**src/rtl/klein_keyschedule_stream.sv**
```systemverilog
// KLEIN-64/80/96 key schedule: streams round keys 0..NROUNDS over valid/ready,
// or runs one round per cycle to the final key state used by decryption.

module klein_sbox (
    input  logic [3:0] din,
    output logic [3:0] dout
);
    always_comb begin
        dout = 4'h0;
        case (din)
            4'h0: dout = 4'h7;
            4'h1: dout = 4'h4;
            4'h2: dout = 4'hA;
            4'h3: dout = 4'h9;
            4'h4: dout = 4'h1;
            4'h5: dout = 4'hF;
            4'h6: dout = 4'hB;
            4'h7: dout = 4'h0;
            4'h8: dout = 4'hC;
            4'h9: dout = 4'h3;
            4'hA: dout = 4'h2;
            4'hB: dout = 4'h6;
            4'hC: dout = 4'h8;
            4'hD: dout = 4'hE;
            4'hE: dout = 4'hD;
            4'hF: dout = 4'h5;
        endcase
    end
endmodule

module klein_keyschedule_stream #(
    parameter int KEY_WIDTH = 64,
    parameter int NROUNDS   = 12
) (
    input  logic                 iclk,
    input  logic                 ireset,
    input  logic                 istart,
    input  logic                 imode,
    input  logic [KEY_WIDTH-1:0] ikey,
    output logic [63:0]          okey,
    output logic [4:0]           oidx,
    output logic                 ovalid,
    input  logic                 iready,
    output logic [KEY_WIDTH-1:0] ofinal,
    output logic                 odone,
    output logic                 obusy
);
    localparam int         H  = KEY_WIDTH / 2;
    localparam logic [4:0] NR = 5'(NROUNDS);

    typedef enum logic [1:0] {IDLE, STREAM, RUN} state_t;

    state_t               state;
    logic [KEY_WIDTH-1:0] s;
    logic [KEY_WIDTH-1:0] nxt;
    logic [4:0]           cnt;
    logic [4:0]           rc;
    logic [H-1:0]         a, b, ra, rb, mix, na, nb;
    logic [15:0]          sb;

    // Key state is MSB-first: spec bit i lives at s[KEY_WIDTH-1-i].
    assign a   = s[KEY_WIDTH-1 -: H];
    assign b   = s[H-1:0];
    assign ra  = {a[H-9:0], a[H-1 -: 8]};
    assign rb  = {b[H-9:0], b[H-1 -: 8]};
    assign mix = ra ^ rb;
    assign rc  = cnt + 5'd1;

    for (genvar j = 0; j < 4; j++) begin : g_sbox
        klein_sbox u_sbox (
            .din  (mix[H-9-4*j -: 4]),
            .dout (sb[15-4*j -: 4])
        );
    end

    always_comb begin
        na              = rb;
        na[H-17 -: 8]   = rb[H-17 -: 8] ^ {3'b000, rc};
        nb              = mix;
        nb[H-9 -: 16]   = sb;
    end

    assign nxt  = {na, nb};
    assign okey = s[KEY_WIDTH-1 -: 64];
    assign oidx = cnt;

    always_ff @(posedge iclk) begin
        if (ireset) begin
            state  <= IDLE;
            s      <= '0;
            cnt    <= '0;
            ovalid <= 1'b0;
            ofinal <= '0;
            odone  <= 1'b0;
            obusy  <= 1'b0;
        end else begin
            odone <= 1'b0;
            case (state)
                IDLE: begin
                    if (istart) begin
                        s     <= ikey;
                        cnt   <= '0;
                        obusy <= 1'b1;
                        if (imode) begin
                            state <= RUN;
                        end else begin
                            state  <= STREAM;
                            ovalid <= 1'b1;
                        end
                    end
                end
                STREAM: begin
                    // ovalid is constantly high here, so iready alone completes the handshake.
                    if (iready) begin
                        if (cnt == NR) begin
                            ofinal <= s;
                            odone  <= 1'b1;
                            ovalid <= 1'b0;
                            obusy  <= 1'b0;
                            state  <= IDLE;
                        end else begin
                            s   <= nxt;
                            cnt <= rc;
                        end
                    end
                end
                RUN: begin
                    s   <= nxt;
                    cnt <= rc;
                    if (rc == NR) begin
                        ofinal <= nxt;
                        odone  <= 1'b1;
                        obusy  <= 1'b0;
                        state  <= IDLE;
                    end
                end
                default: state <= IDLE;
            endcase
        end
    end
endmodule

```
**config.mk**
```make
export PLATFORM = sky130hd
export DESIGN_NAME = klein_keyschedule_stream
export DESIGN_NICKNAME = d
export VERILOG_FILES = /design/src/rtl/klein_keyschedule_stream.sv
export SDC_FILE = /design/constraint.sdc
export NUM_CORES = 1
export LEC_CHECK = 0
export ABC_AREA = 0
export BUFFER_PORTS_ARGS = -buffer_cell sky130_fd_sc_hd__clkbuf_2
export CAP_MARGIN = 20
export CORE_MARGIN = 3
export CORE_UTILIZATION = 47
export DETAILED_ROUTE_END_ITERATION = 8
export GPL_TIMING_DRIVEN = 0
export PLACE_DENSITY = 0.76
export SKIP_CTS_REPAIR_TIMING = 1
export SYNTH_ARGS = -nofsm -noshare
export SYNTH_HDL_FRONTEND = slang
export SYNTH_SLANG_ARGS = --single-unit
```
**constraint.sdc**
```tcl
create_clock -name iclk -period 2.02 [get_ports iclk]
set_input_delay 0.202 -clock iclk [delete_from_list [all_inputs] [get_ports iclk]]
set_output_delay 0.202 -clock iclk [all_outputs]
set_load 0.1 [all_outputs]
```
# After elaboration in Yosys (flattened, before gate mapping)
# Memories as Yosys holds them, arrays and structs flattened.
# Cells that the tools add are included.
# op_classes
n_addsub,1
eq_ne,10
mux,30
bitwise_logic,2
reduce_logical,9
# op_table
cell,count
two-way mux 64 bit,6
case mux 64 bit (3 select lines),1
case mux 64 bit (2 select lines),1
XOR 32 bit,1
two-way mux 5 bit,3
case mux 5 bit (3 select lines),1
"!= test 2 bit, second input constant",6
AND reduction 4 bit,3
"equality test 5 x 4 -> 1 bit, second input constant",2
two-way mux 2 bit,5
AND reduction 5 bit,2
two-way mux 1 bit,9
XOR 8 x 5 -> 8 bit,1
case mux 2 bit (3 select lines),1
"adder 5 x 1 -> 5 bit, second input constant",1
case mux 1 bit (2 select lines),2
nonzero test 2 bit,2
case mux 1 bit (3 select lines),1
nonzero test 3 bit,1
"equality test 2 x 1 -> 1 bit, second input constant",1
"equality test 2 bit, second input constant",1
logical NOT 2 bit,1
# word_totals
ff_bits,138
mem_bits_ro,256
input_bits,69
out_inout_bits,136
wordCells,63
mem_count,4
# mem_list
name,words,word_bits,rd,rd_ports_with_merged_regs,wr,line_no,rtl
(name not given),16,4,1,0,0,10,case (din)
(name not given),16,4,1,0,0,10,
(name not given),16,4,1,0,0,10,
(name not given),16,4,1,0,0,10,

# Longest topological paths before layout
# Gate-level depths: netlist (run 1).
# depth
depth_word,5
depth_mapped,10
ltp_nobuf,8

# Modules after synthesis
# A second synthesis (run 1) with hierarchy kept.
# hier_totals
cells_unflattened,857
area_unflattened_um2,7733.7
# modules_own_cells
mod,instances,cells_each,area_each_um2,seq_area_each_um2
klein_keyschedule_stream,1,758,6894.1,2762.6
klein_sbox (g_sbox[0].u_sbox ...),3,25,216.5,0.0
klein_sbox (g_sbox[1].u_sbox),1,24,190.2,0.0

# Worst setup path before layout (run 1)
# No wires, ideal clock.
# synth_path
path_type,register to register
from,"register cnt[0], in the netlist oidx[0]"
to,"register cnt[2], in the netlist oidx[2]"
setup_ps,70
arrival_ps,2622
required_time_ps,1950
setup_slack_ps,-673
stages_incl_launch_ff,9
path_buffers,2
synth_period_minus_slack_ps,2693
path_cell_list,dfxtp_1 > inv_1 > ha_1 > and4b_1 > a2111oi_4 > buf_4 > buf_4 > nand4b_1 > a21oi_1
# synth_between
elab_chain_cells,4
word_cells_on_any_way,7
classes_between,1 x add/sub; 2 x eq/ne; 3 x mux; 1 x reduce/logical
# synth_lines
element,line_no,rtl
"start, declared",56,logic [4:0] cnt;
"start signal, assigned",123,cnt <= rc;
"start signal, assigned",129,cnt <= rc;
adder 5 x 1 -> 5 bit,67,assign rc = cnt + 5'd1;
two-way mux 5 bit,115,if (cnt == NR) begin
two-way mux 5 bit,114,if (iready) begin
case mux 5 bit (3 select lines),98,case (state)
# Parallel ways exist; a longest one is shown, timed or not. The select of a mux whose other input is x is not followed.
# A chain may end at the register's enable or synchronous reset.

# Worst setup path in the final report (run 1)
# layout_path
from,"register cnt[1], in the netlist oidx[1]"
to,register ofinal[30]
# layout_between
elab_chain_cells,4
word_cells_on_any_way,6
classes_between,1 x add/sub; 4 x eq/ne; 1 x reduce/logical
# layout_lines
element,line_no,rtl
adder 5 x 1 -> 5 bit,67,
equality test 5 x 4 -> 1 bit,130,if (rc == NR) begin
!= test 2 bit (no line),-,
AND reduction 4 bit (no line) (*),-,
"end signal, assigned",116,ofinal <= s;
"end signal, assigned",131,ofinal <= nxt;
"end, declared",44,"output logic [KEY_WIDTH-1:0] ofinal,"
# Every way passes the cells marked *; elsewhere a longest branch is shown, timed or not.

==> flow_summary.yaml, run 1 <==
outcome:
  run_status: "finished, violations left"
  failed_checks: "setup timing"
drt:
  post-route-drc-count: 0
  post_route_ant_nets: 0
  route.vias.total: 7463
  drt-vias-per-instance: 5.95
  wl_per_cell_um: 21.7
  firstDrtPassIters: 7
  first_iter_violations: 898
  postRouteWirelength_um: 27200
synth:
  synth_cell_type_count: 39
  ys_top_cells_by_area: "sky130_fd_sc_hd__dfxtp_1, sky130_fd_sc_hd__mux2i_1, sky130_fd_sc_hd__a211oi_1"
  syn_area_per_cell_um2: 8.73
  ys_seq_area_share_pct: 38.6
  syn_inst: 820
  syn-num-nets: 911
  synth-async-reset-ratio_pct: 0
  syn-cell-area_um2: 7160
  synth_top_area_share_pct: 38.6
  synth.yosys.warnings: 0
  number_of_flops_mapped_to_enable_cells_by_yosys: 0
  postSynthRegisterBits: 138
  synthMostInstantiatedCell: "sky130_fd_sc_hd__dfxtp_1"
  synth.top_cells.by_count: "sky130_fd_sc_hd__dfxtp_1, sky130_fd_sc_hd__nand2_1, sky130_fd_sc_hd__nor2_1"
  ys_dominant_reg_cell: "sky130_fd_sc_hd__dfxtp_1"
  synth_top_area_cell: "sky130_fd_sc_hd__dfxtp_1"
floorplanning:
  fp.coreArea_um2: 14700
  die_width_um: 129
  std_cell_rows: 44
  full_die_area_um2: 16700
  chipHeight_um: 129
  io_pins: 205
  initial_utilization_pct: 48.7
pwr:
  pwr_density_cell_nw_per_um2: 1290
  ir_worst_vdd_v: 0.000714
  p_leak_nw: 3.93
clocking:
  cts_buffers: 17
  clock_path_buffers: 2
  tritoncts: "yes"
  cts_num_sinks: 138
  clk_transition_reported_paths_ns: 0.06
  cts.htree.levels: 4
  clock_latency_on_the_worst_skew_pair_ns: 0.43
  cts.root.buffer_cell: "sky130_fd_sc_hd__clkbuf_16"
worst_setup_path:
  crit_path_top_delay_cell: "sky130_fd_sc_hd__dfxtp_4"
  critPathTopFamily: "compound AO/OA/AOI/OAI gates"
  timing.setup.critical_path_class: "reg2reg"
  crit_path_end_kind: "register"
  worst-r2r-setup-slack_ns: -0.01
  crit_buf_inv: 4
  worstRegToRegCells: 10
  cp_max_fo: 8
  startpoint_type: "register"
  cp_cell_sequence: "inv_2 > ha_4 > nand4b_1 > o21ai_2 > and3_4 > buf_6 > buf_12 > buf_8 > o211ai_1 > a21oi_1"
  timing.rr.end: "ofinal[30]$_SDFFE_PP0P_"
  worstPathRequired_ns: 2.38
  critPathMaxStageDelay_ns: 0.36
  r2r-start: "oidx[1]$_SDFFE_PP0P_"
  critPathArrivalTime_ns: 2.39
timing:
  slew_headroom_pct: 53.3
  tightestPinTransition_ns: 0.700
  final.min_clock_period_ns: 2.03
  hold_ws_ns: 0.0877
  fin_ws_ns: -0.0105
  finalSetupTns_ns: -0.0105
  grt_setup_unrepaired: "yes"
  hold_viol_final: 0
  setup_viol_count_final: 1
  maxSlewViolCount: 0
  clock_skew_ns: 0.0118
  timing.final.crit_share_pct: 101
  clock.fmax_ghz: 0.492
layout:
  area_grow_syn2layout_pct: 35.6
  layout.cell_area.non_filler_um2: 9700
  layout-drive-gt1-share_pct: 37.1
  sequential_cell_area_um2: 2870
  design.final.nets: 1149
  filler_cell_count: 1195
  layoutNonFillerInstCount: 1255
  diodes: 0
  final_core_util_pct: 66.0
  multi_input_comb_area_um2: 4280
grt:
  number_of_global_route_vias_before_repair: 6914
  globalRoute.totalOverflow: 0
  first_pass_grt_wire_length_um: 40000
  grt_start_max_net_pins: 17
  globalRouteTotalUtil_pct: 31.8
  grt_antenna_before_repair: 0
run:
  number_of_maximum_capacitance_violations: 0
worst_hold_path:
  hold_path_startpoint: "ikey[2]"
  worst_hold_path.endpoint: "okey[2]$_SDFFE_PP0P_"
  worst_hold_path.num_cells: 3
  min-delay-path-class: "in2reg"
place:
  portBuffers: 203
  gp_congestion: 0.994
  detailed_place.area_um2: 8590
  dp_cell_count: 1207
  place_hpwl_um: 20100
[state kept, by name (all words and copies together) (netlist names)]
signal / flops
ovalid: 1
okey: 64
oidx: 5
odone: 1
state: 2
ofinal: 64
obusy: 1
[cell usage in the layout (no fill, tap or decap), types with 6 or more instances in the layout]
cell,n
sky130_fd_sc_hd__a21oi_1,67
sky130_fd_sc_hd__dfxtp_4,24
sky130_fd_sc_hd__clkbuf_1,20
sky130_fd_sc_hd__buf_4,19
sky130_fd_sc_hd__nor2_1,89
sky130_fd_sc_hd__clkbuf_2,223
sky130_fd_sc_hd__nand2_1,113
sky130_fd_sc_hd__dfxtp_2,13
sky130_fd_sc_hd__dfxtp_1,101
sky130_fd_sc_hd__clkbuf_16,20
sky130_fd_sc_hd__a211oi_2,8
sky130_fd_sc_hd__buf_2,7
sky130_fd_sc_hd__a211oi_1,75
sky130_fd_sc_hd__xnor2_1,27
sky130_fd_sc_hd__ha_1,14
sky130_fd_sc_hd__mux2i_1,63
sky130_fd_sc_hd__clkbuf_4,6
sky130_fd_sc_hd__o211ai_1,44
sky130_fd_sc_hd__buf_6,7
sky130_fd_sc_hd__inv_1,27
sky130_fd_sc_hd__mux4_2,15
[final cells by class]
cell class                      instances  share of cell area, %
Clock inverter                          8                  0.825
Timing Repair Buffer                  221                   12.1
Sequential cell                       138                   29.6
Buffer                                 66                   4.42
Tap cell                              184                   2.37
Inverter                               31                   1.23
Multi-Input combinational cell        583                   44.1
Clock buffer                           24                   5.40
[worst max path at each step]
stage / cells past startpoint / endpoint / startpoint
after floorplan: 8 / oidx[2]$_SDFFE_PP0P_ / oidx[0]$_SDFFE_PP0P_
after global placement: 7 / okey[35]$_SDFFE_PP0P_ / state[0]$_SDFFE_PP0P_
after detailed placement: 8 / ofinal[31]$_SDFFE_PP0P_ / state[0]$_SDFFE_PP0P_
after CTS: 7 / okey[35]$_SDFFE_PP0P_ / state[0]$_SDFFE_PP0P_
after global routing: 10 / ofinal[30]$_SDFFE_PP0P_ / oidx[0]$_SDFFE_PP0P_
final: 10 / ofinal[30]$_SDFFE_PP0P_ / oidx[1]$_SDFFE_PP0P_
[worst register-to-register path: stages, from the launching register on]
cell and delay, ns:
sky130_fd_sc_hd__dfxtp_4 0.36, sky130_fd_sc_hd__inv_2 0.07, sky130_fd_sc_hd__ha_4 0.13, sky130_fd_sc_hd__nand4b_1 0.18, sky130_fd_sc_hd__o21ai_2 0.28, sky130_fd_sc_hd__and3_4 0.22, sky130_fd_sc_hd__buf_6 0.13, sky130_fd_sc_hd__buf_12 0.14
sky130_fd_sc_hd__buf_8 0.12, sky130_fd_sc_hd__o211ai_1 0.16, sky130_fd_sc_hd__a21oi_1 0.17
[power breakdown]
part	switching [mW]	total, mW	internal [mW]
logic	4.21	5.75	1.55
clock network	1.22	3.17	1.94
registers	0.511	3.60	3.09
[stage by stage]
stage               power (mW)  worst slack, ns
finish                    12.5          -0.0105
global route              13.0          -0.0690
CTS                       12.1           -0.481
detailed placement        8.95           -0.420
global placement          8.89           -0.409
floorplan                 7.79         -0.00961
[layer usage]
metal	wire, um	GRT usage (%)	vias up
met5	0	0	-
met4	1280	16.8	0
met3	2720	6.64	79
met2	12200	47.9	495
met1	11100	42.9	3495
li1	-	-	3394
[cell families after synthesis]
family | synth area share (%)
xor gates and xnor gates | 4.90
and+or+nand+nor | 13.2
muxes | 13.5
adders and majority gates | 3.85
AOI/OAI and AO/OA | 20.0
buffers and inverters | 5.84
DFF | 38.6
Note: power is estimated with default switching activity, not from simulation.
==> run 2, diff against run 1 <==
Settings changed: CORE_UTILIZATION 47 to 45, PLACE_DENSITY 0.76 to 0.73, SKIP_LAST_GASP from default to 1.
==> run 2 against run 1 <==
Net effect: the run still ends with setup timing left; clock skew decreased by 0.0030 ns; final cell count grew 1.9%; non-clock buffer count fell by 3; sequential power hardly changed; via count is 0.40% higher; global-route usage decreased by 2.3 points; setup slack lost 0.00059 ns; count of clock-buffer cells in the layout down 4; register-to-register slack barely moved; routed wire length fell by 0.27%; sequential share of layout area increased by 0.25 points; highest routed layer unchanged.
==> flow_summary.yaml, run 2 (synthesized netlist as in run 1, its figures left out) <==
outcome:
  run_status: "finished, violations left"
  failed_checks: "setup timing"
drt:
  post_route_ant_nets: 0
  firstDrtPassIters: 6
  postRouteWirelength_um: 27100
  highest-signal-layer: "met4"
  met3_length_um: 3050
  drt-vias-per-instance: 5.86
  route.vias.total: 7493
  met2_routed_wirelength_um: 12200
  first_iter_violations: 995
  wl_per_cell_um: 21.2
  post-route-drc-count: 0
  wl_met1_um: 10800
layout:
  design.final.nets: 1146
  area_grow_syn2layout_pct: 34.4
  multi_input_comb_area_um2: 4200
  final_cell_mix: "sky130_fd_sc_hd__clkbuf_2, sky130_fd_sc_hd__nand2_1, sky130_fd_sc_hd__dfxtp_1, sky130_fd_sc_hd__nor2_1, sky130_fd_sc_hd__a211oi_1"
  sequential_cell_area_um2: 2870
  layout.cells.most_common: "sky130_fd_sc_hd__clkbuf_2"
  diodes: 0
  filler_cell_count: 1296
  layout-drive-gt1-share_pct: 36.0
  layoutNonFillerInstCount: 1279
pwr:
  pwr_density_cell_nw_per_um2: 1290
  power_frac_clock_pct: 25.3
  switching_share_pct: 48.1
  combPwrFrac_pct: 45.7
  power.internal_mw: 6.43
  netSwitchingPower_mw: 5.96
  p_seq_share_pct: 29.0
  ir_worst_vdd_v: 0.000748
  p_leak_nw: 3.90
place:
  gp_congestion: 0.966
  portBuffers: 203
  place_hpwl_um: 20100
  pre_cts_ws_ns: -0.401
  dp_cell_count: 1234
timing:
  grt_setup_unrepaired: "yes"
  clock_skew_ns: 0.00881
  fin_ws_ns: -0.0111
  slew_headroom_pct: 55.9
  maxSlewViolCount: 0
  final.min_clock_period_ns: 2.03
  clock.fmax_ghz: 0.492
  setup_viol_count_final: 2
  hold_viol_final: 0
  tightestPinTransition_ns: 0.662
  timing.final.crit_share_pct: 101
worst_setup_path:
  cp_cell_sequence: "inv_4 > ha_4 > nand4b_1 > o21ai_2 > and3_4 > buf_8 > buf_8 > o211ai_1 > a21oi_1"
  timing.critical_path.mode_cell: "sky130_fd_sc_hd__buf_8"
  r2r-start: "oidx[0]$_SDFFE_PP0P_"
  critPathArrivalTime_ns: 2.39
  startpoint_type: "register"
  cp_max_fo: 7
  critPathTopFamily: "compound AO/OA/AOI/OAI gates"
  timing.rr.end: "ofinal[30]$_SDFFE_PP0P_"
  critPathMaxStageDelay_ns: 0.37
  crit_path_end_kind: "register"
  crit_path_top_delay_cell: "sky130_fd_sc_hd__dfxtp_4"
  worstPathRequired_ns: 2.38
  cp_num_cells: 9
  worstRegToRegCells: 9
  crit_buf_inv: 3
  timing.setup.critical_path_class: "reg2reg"
  worst-r2r-setup-slack_ns: -0.01
worst_hold_path:
  worst_hold_path.num_cells: 3
  hold_path_startpoint: "ikey[45]"
  worst_hold_path.endpoint: "okey[45]$_SDFFE_PP0P_"
  min-delay-path-class: "in2reg"
floorplanning:
  initial_utilization_pct: 46.6
  die_width_um: 132
  std_cell_rows: 45
  fp.coreArea_um2: 15400
  chipHeight_um: 132
  full_die_area_um2: 17500
  io_pins: 205
run:
  number_of_maximum_capacitance_violations: 0
clocking:
  cts.htree.levels: 4
  cts.root.buffer_cell: "sky130_fd_sc_hd__clkbuf_16"
  clock_latency_on_the_worst_skew_pair_ns: 0.43
  cts_num_sinks: 138
  clock_path_buffers: 2
  clk_transition_reported_paths_ns: 0.06
  cts_buffers: 17
  tritoncts: "yes"
grt:
  globalRoute.totalOverflow: 0
  first_pass_grt_wire_length_um: 39800
  grt_start_max_net_pins: 17
  number_of_global_route_vias_before_repair: 6682
  grt_antenna_before_repair: 0
  globalRouteTotalUtil_pct: 29.4
==> run 2: worst max path at each step <==
stage                           from                       to  slack [ns]
2_1_floorplan   oidx[0]$_SDFFE_PP0P_     oidx[2]$_SDFFE_PP0P_       -0.01
3_3_place_gp   state[0]$_SDFFE_PP0P_    okey[33]$_SDFFE_PP0P_       -0.37
6_report        oidx[0]$_SDFFE_PP0P_  ofinal[30]$_SDFFE_PP0P_       -0.01
5_1_grt         oidx[0]$_SDFFE_PP0P_  ofinal[55]$_SDFFE_PP0P_       -0.10
3_5_place_dp   state[0]$_SDFFE_PP0P_    okey[38]$_SDFFE_PP0P_       -0.40
4_1_cts        state[0]$_SDFFE_PP0P_  ofinal[30]$_SDFFE_PP0P_       -0.41
==> run 2: area by class of cell <==
type | instances | area share, %
clock inverter | 12 | 1.14
buffer | 64 | 4.02
inverter | 31 | 1.26
timing repair buffer | 220 | 12.4
tap | 211 | 2.74
sequential | 138 | 29.8
multi-input combinational | 583 | 43.6
clock buffer | 20 | 4.98
==> run 2: routing by layer <==
layer	GRT usage [%]	up-vias
met3	5.57	83
met1	41.3	3490
met5	0	-
met2	44.4	534
met4	12.5	0
li1	-	3386
==> run 2: power groups by stage <==
| stage | Sequential [mW] | Clock, mW | Combinational, mW |
|---|---|---|---|
| final | 3.59 | 3.14 | 5.66 |
| after detailed placement | 3.62 | 0 | 5.32 |
| after global placement | 3.61 | 0 | 5.28 |
| after CTS | 3.56 | 3.13 | 5.35 |
| after floorplan | 5.86 | 0 | 1.92 |
| after global routing | 3.63 | 3.27 | 5.90 |
==> run 2: per-stage QoR <==
step | power [mW] | utilization, % | area [um^2] | TNS (ns) | hold WS [ns]
2_1_floorplan | 7.79 | - | 7340 | -0.0103 | 0.402
3_3_place_gp | 8.89 | 56.1 | 8620 | -30.05 | 0.444
3_5_place_dp | 8.94 | 56.1 | 8620 | -36.64 | 0.445
4_1_cts | 12.0 | 59.9 | 9210 | -38.76 | 0.0819
5_1_grt | 12.8 | 62.6 | 9620 | -1.58 | 0.104
6_report | 12.4 | 62.6 | 9620 | -0.0193 | 0.0843
==> run 2: tightest hold or removal path: cells and delay by family <==
kind / cells / cell delay, ns
multiplexers: 1 / 0.11
buffers and inverters: 1 / 0.08
AO/OA/AOI/OAI: 1 / 0.08
==> run 3, diff against run 2 <==
Settings changed: CORE_ASPECT_RATIO from default to 0.8, MAX_ROUTING_LAYER from default to met4.
==> run 3 against run 2 <==
Net effect: largest power group unchanged; the flow now finishes without violations; fmax grew 1.1%; count of clock-buffer cells in the layout shrank 2; sequential cell count is the same; die area is essentially flat; highest routed layer unchanged.
==> flow_summary.yaml, run 3 (synthesized netlist as in run 1, its figures left out) <==
outcome:
  run_status: "completed"
clocking:
  cts.htree.levels: 4
  clk_transition_reported_paths_ns: 0.06
  clock_latency_on_the_worst_skew_pair_ns: 0.44
  cts.root.buffer_cell: "sky130_fd_sc_hd__clkbuf_16"
  tritoncts: "yes"
  cts_num_sinks: 138
  clock_path_buffers: 2
  cts_buffers: 17
run:
  number_of_maximum_capacitance_violations: 0
timing:
  setup_viol_count_final: 0
  final.min_clock_period_ns: 2.01
  finalSetupTns_ns: 0
  hold_viol_final: 0
  clock_skew_ns: 0.0115
  maxSlewViolCount: 0
  timing.final.crit_share_pct: 99.5
  hold_ws_ns: 0.0756
  grt_setup_unrepaired: "yes"
  clock.fmax_ghz: 0.498
  tightestPinTransition_ns: 0.750
  slew_headroom_pct: 50.0
layout:
  filler_cell_count: 1314
  diodes: 0
  layout.cells.most_common: "sky130_fd_sc_hd__clkbuf_2"
  final_core_util_pct: 63.7
  layout-drive-gt1-share_pct: 36.8
  area_grow_syn2layout_pct: 36.2
  layout.cell_area.non_filler_um2: 9750
  design.final.nets: 1156
  multi_input_comb_area_um2: 4270
  final_cell_mix: "sky130_fd_sc_hd__clkbuf_2, sky130_fd_sc_hd__nand2_1, sky130_fd_sc_hd__dfxtp_1, sky130_fd_sc_hd__nor2_1, sky130_fd_sc_hd__a211oi_1"
  sequential_cell_area_um2: 2870
grt:
  grt_antenna_before_repair: 0
  grt_start_max_net_pins: 17
  number_of_global_route_vias_before_repair: 6670
  globalRouteTotalUtil_pct: 30.9
  globalRoute.totalOverflow: 0
  first_pass_grt_wire_length_um: 39900
pwr:
  pwr_density_cell_nw_per_um2: 1260
  ir_worst_vdd_v: 0.000697
  p_leak_nw: 3.94
drt:
  post-route-drc-count: 0
  route.vias.total: 7621
  first_iter_violations: 904
  wl_per_cell_um: 21.5
  drt-vias-per-instance: 5.92
  post_route_ant_nets: 0
  postRouteWirelength_um: 27700
  firstDrtPassIters: 5
floorplanning:
  io_pins: 205
  chipHeight_um: 119
  full_die_area_um2: 17500
  die_width_um: 147
  fp.coreArea_um2: 15300
  initial_utilization_pct: 46.7
  std_cell_rows: 40
worst_setup_path:
  cp_max_fo: 7
  timing.setup.critical_path_class: "reg2reg"
  worst-r2r-setup-slack_ns: 0.01
  crit_path_end_kind: "register"
  worstRegToRegCells: 10
  startpoint_type: "register"
  critPathArrivalTime_ns: 2.37
  worstPathRequired_ns: 2.38
place:
  detailed_place.area_um2: 8620
  gp_congestion: 1.01
  place_hpwl_um: 20100
  portBuffers: 203
worst_hold_path:
  worst_hold_path.num_cells: 3
  min-delay-path-class: "in2reg"
## run 3: changes by cell type in the layout (fill, tap and decap cells not counted), sizes merged
cell / previous run / this run
buf: 32 / 47
clkinv: 7 / 9
clkbuf: 272 / 265
inv: 35 / 32
clkinvlp: 0 / 3
## run 3: layout make-up
class	count	share of cell area, %
clock buffers	18	4.40
repair buffers	228	12.8
inverters	31	1.22
clock inverters	14	1.09
plain buffers	66	4.61
flip-flops and latches	138	29.5
multi-input cells	583	43.7
well taps	210	2.70
## run 3: final timing paths
kind	start	end
max	oidx[1]$_SDFFE_PP0P_	ofinal[29]$_SDFFE_PP0P_
min	ikey[39]	okey[39]$_SDFFE_PP0P_
max reg2reg	oidx[1]$_SDFFE_PP0P_	ofinal[29]$_SDFFE_PP0P_
min reg2reg	ofinal[16]$_SDFFE_PP0P_	ofinal[16]$_SDFFE_PP0P_
## run 3: critical path, stage by stage (launching register included)
cell and delay [ns]:
sky130_fd_sc_hd__dfxtp_4 0.36, sky130_fd_sc_hd__inv_2 0.07, sky130_fd_sc_hd__ha_4 0.13, sky130_fd_sc_hd__nand4b_1 0.18, sky130_fd_sc_hd__o21ai_2 0.24, sky130_fd_sc_hd__and3_4 0.23
sky130_fd_sc_hd__buf_8 0.15, sky130_fd_sc_hd__buf_12 0.14, sky130_fd_sc_hd__buf_8 0.11, sky130_fd_sc_hd__o211ai_1 0.16, sky130_fd_sc_hd__a21oi_1 0.18
## run 3: metal layers
metal	vias up	track usage, %	share of wire, %
met3	77	8.05	12
met2	560	42.4	43
met4	0	10.4	3.4
met5	-	-	0
met1	3569	44.1	42
li1	3415	-	-
## run 3: per-stage QoR
step | setup WS (ns) | std cells | power (mW)
floorplan | -0.00961 | 820 | 7.79
global placement | -0.420 | 1233 | 8.90
detailed placement | -0.459 | 1233 | 8.96
CTS | -0.466 | 1265 | 11.8
global route | -0.0660 | 1288 | 12.7
finish | 0.0105 | 1288 | 12.3
## run 3: power breakdown
| group | internal, mW | switching [mW] | total [mW] |
|---|---|---|---|
| Sequential | 3.09 | 0.509 | 3.60 |
| Clock | 1.67 | 1.26 | 2.93 |
| Combinational | 1.56 | 4.23 | 5.79 |
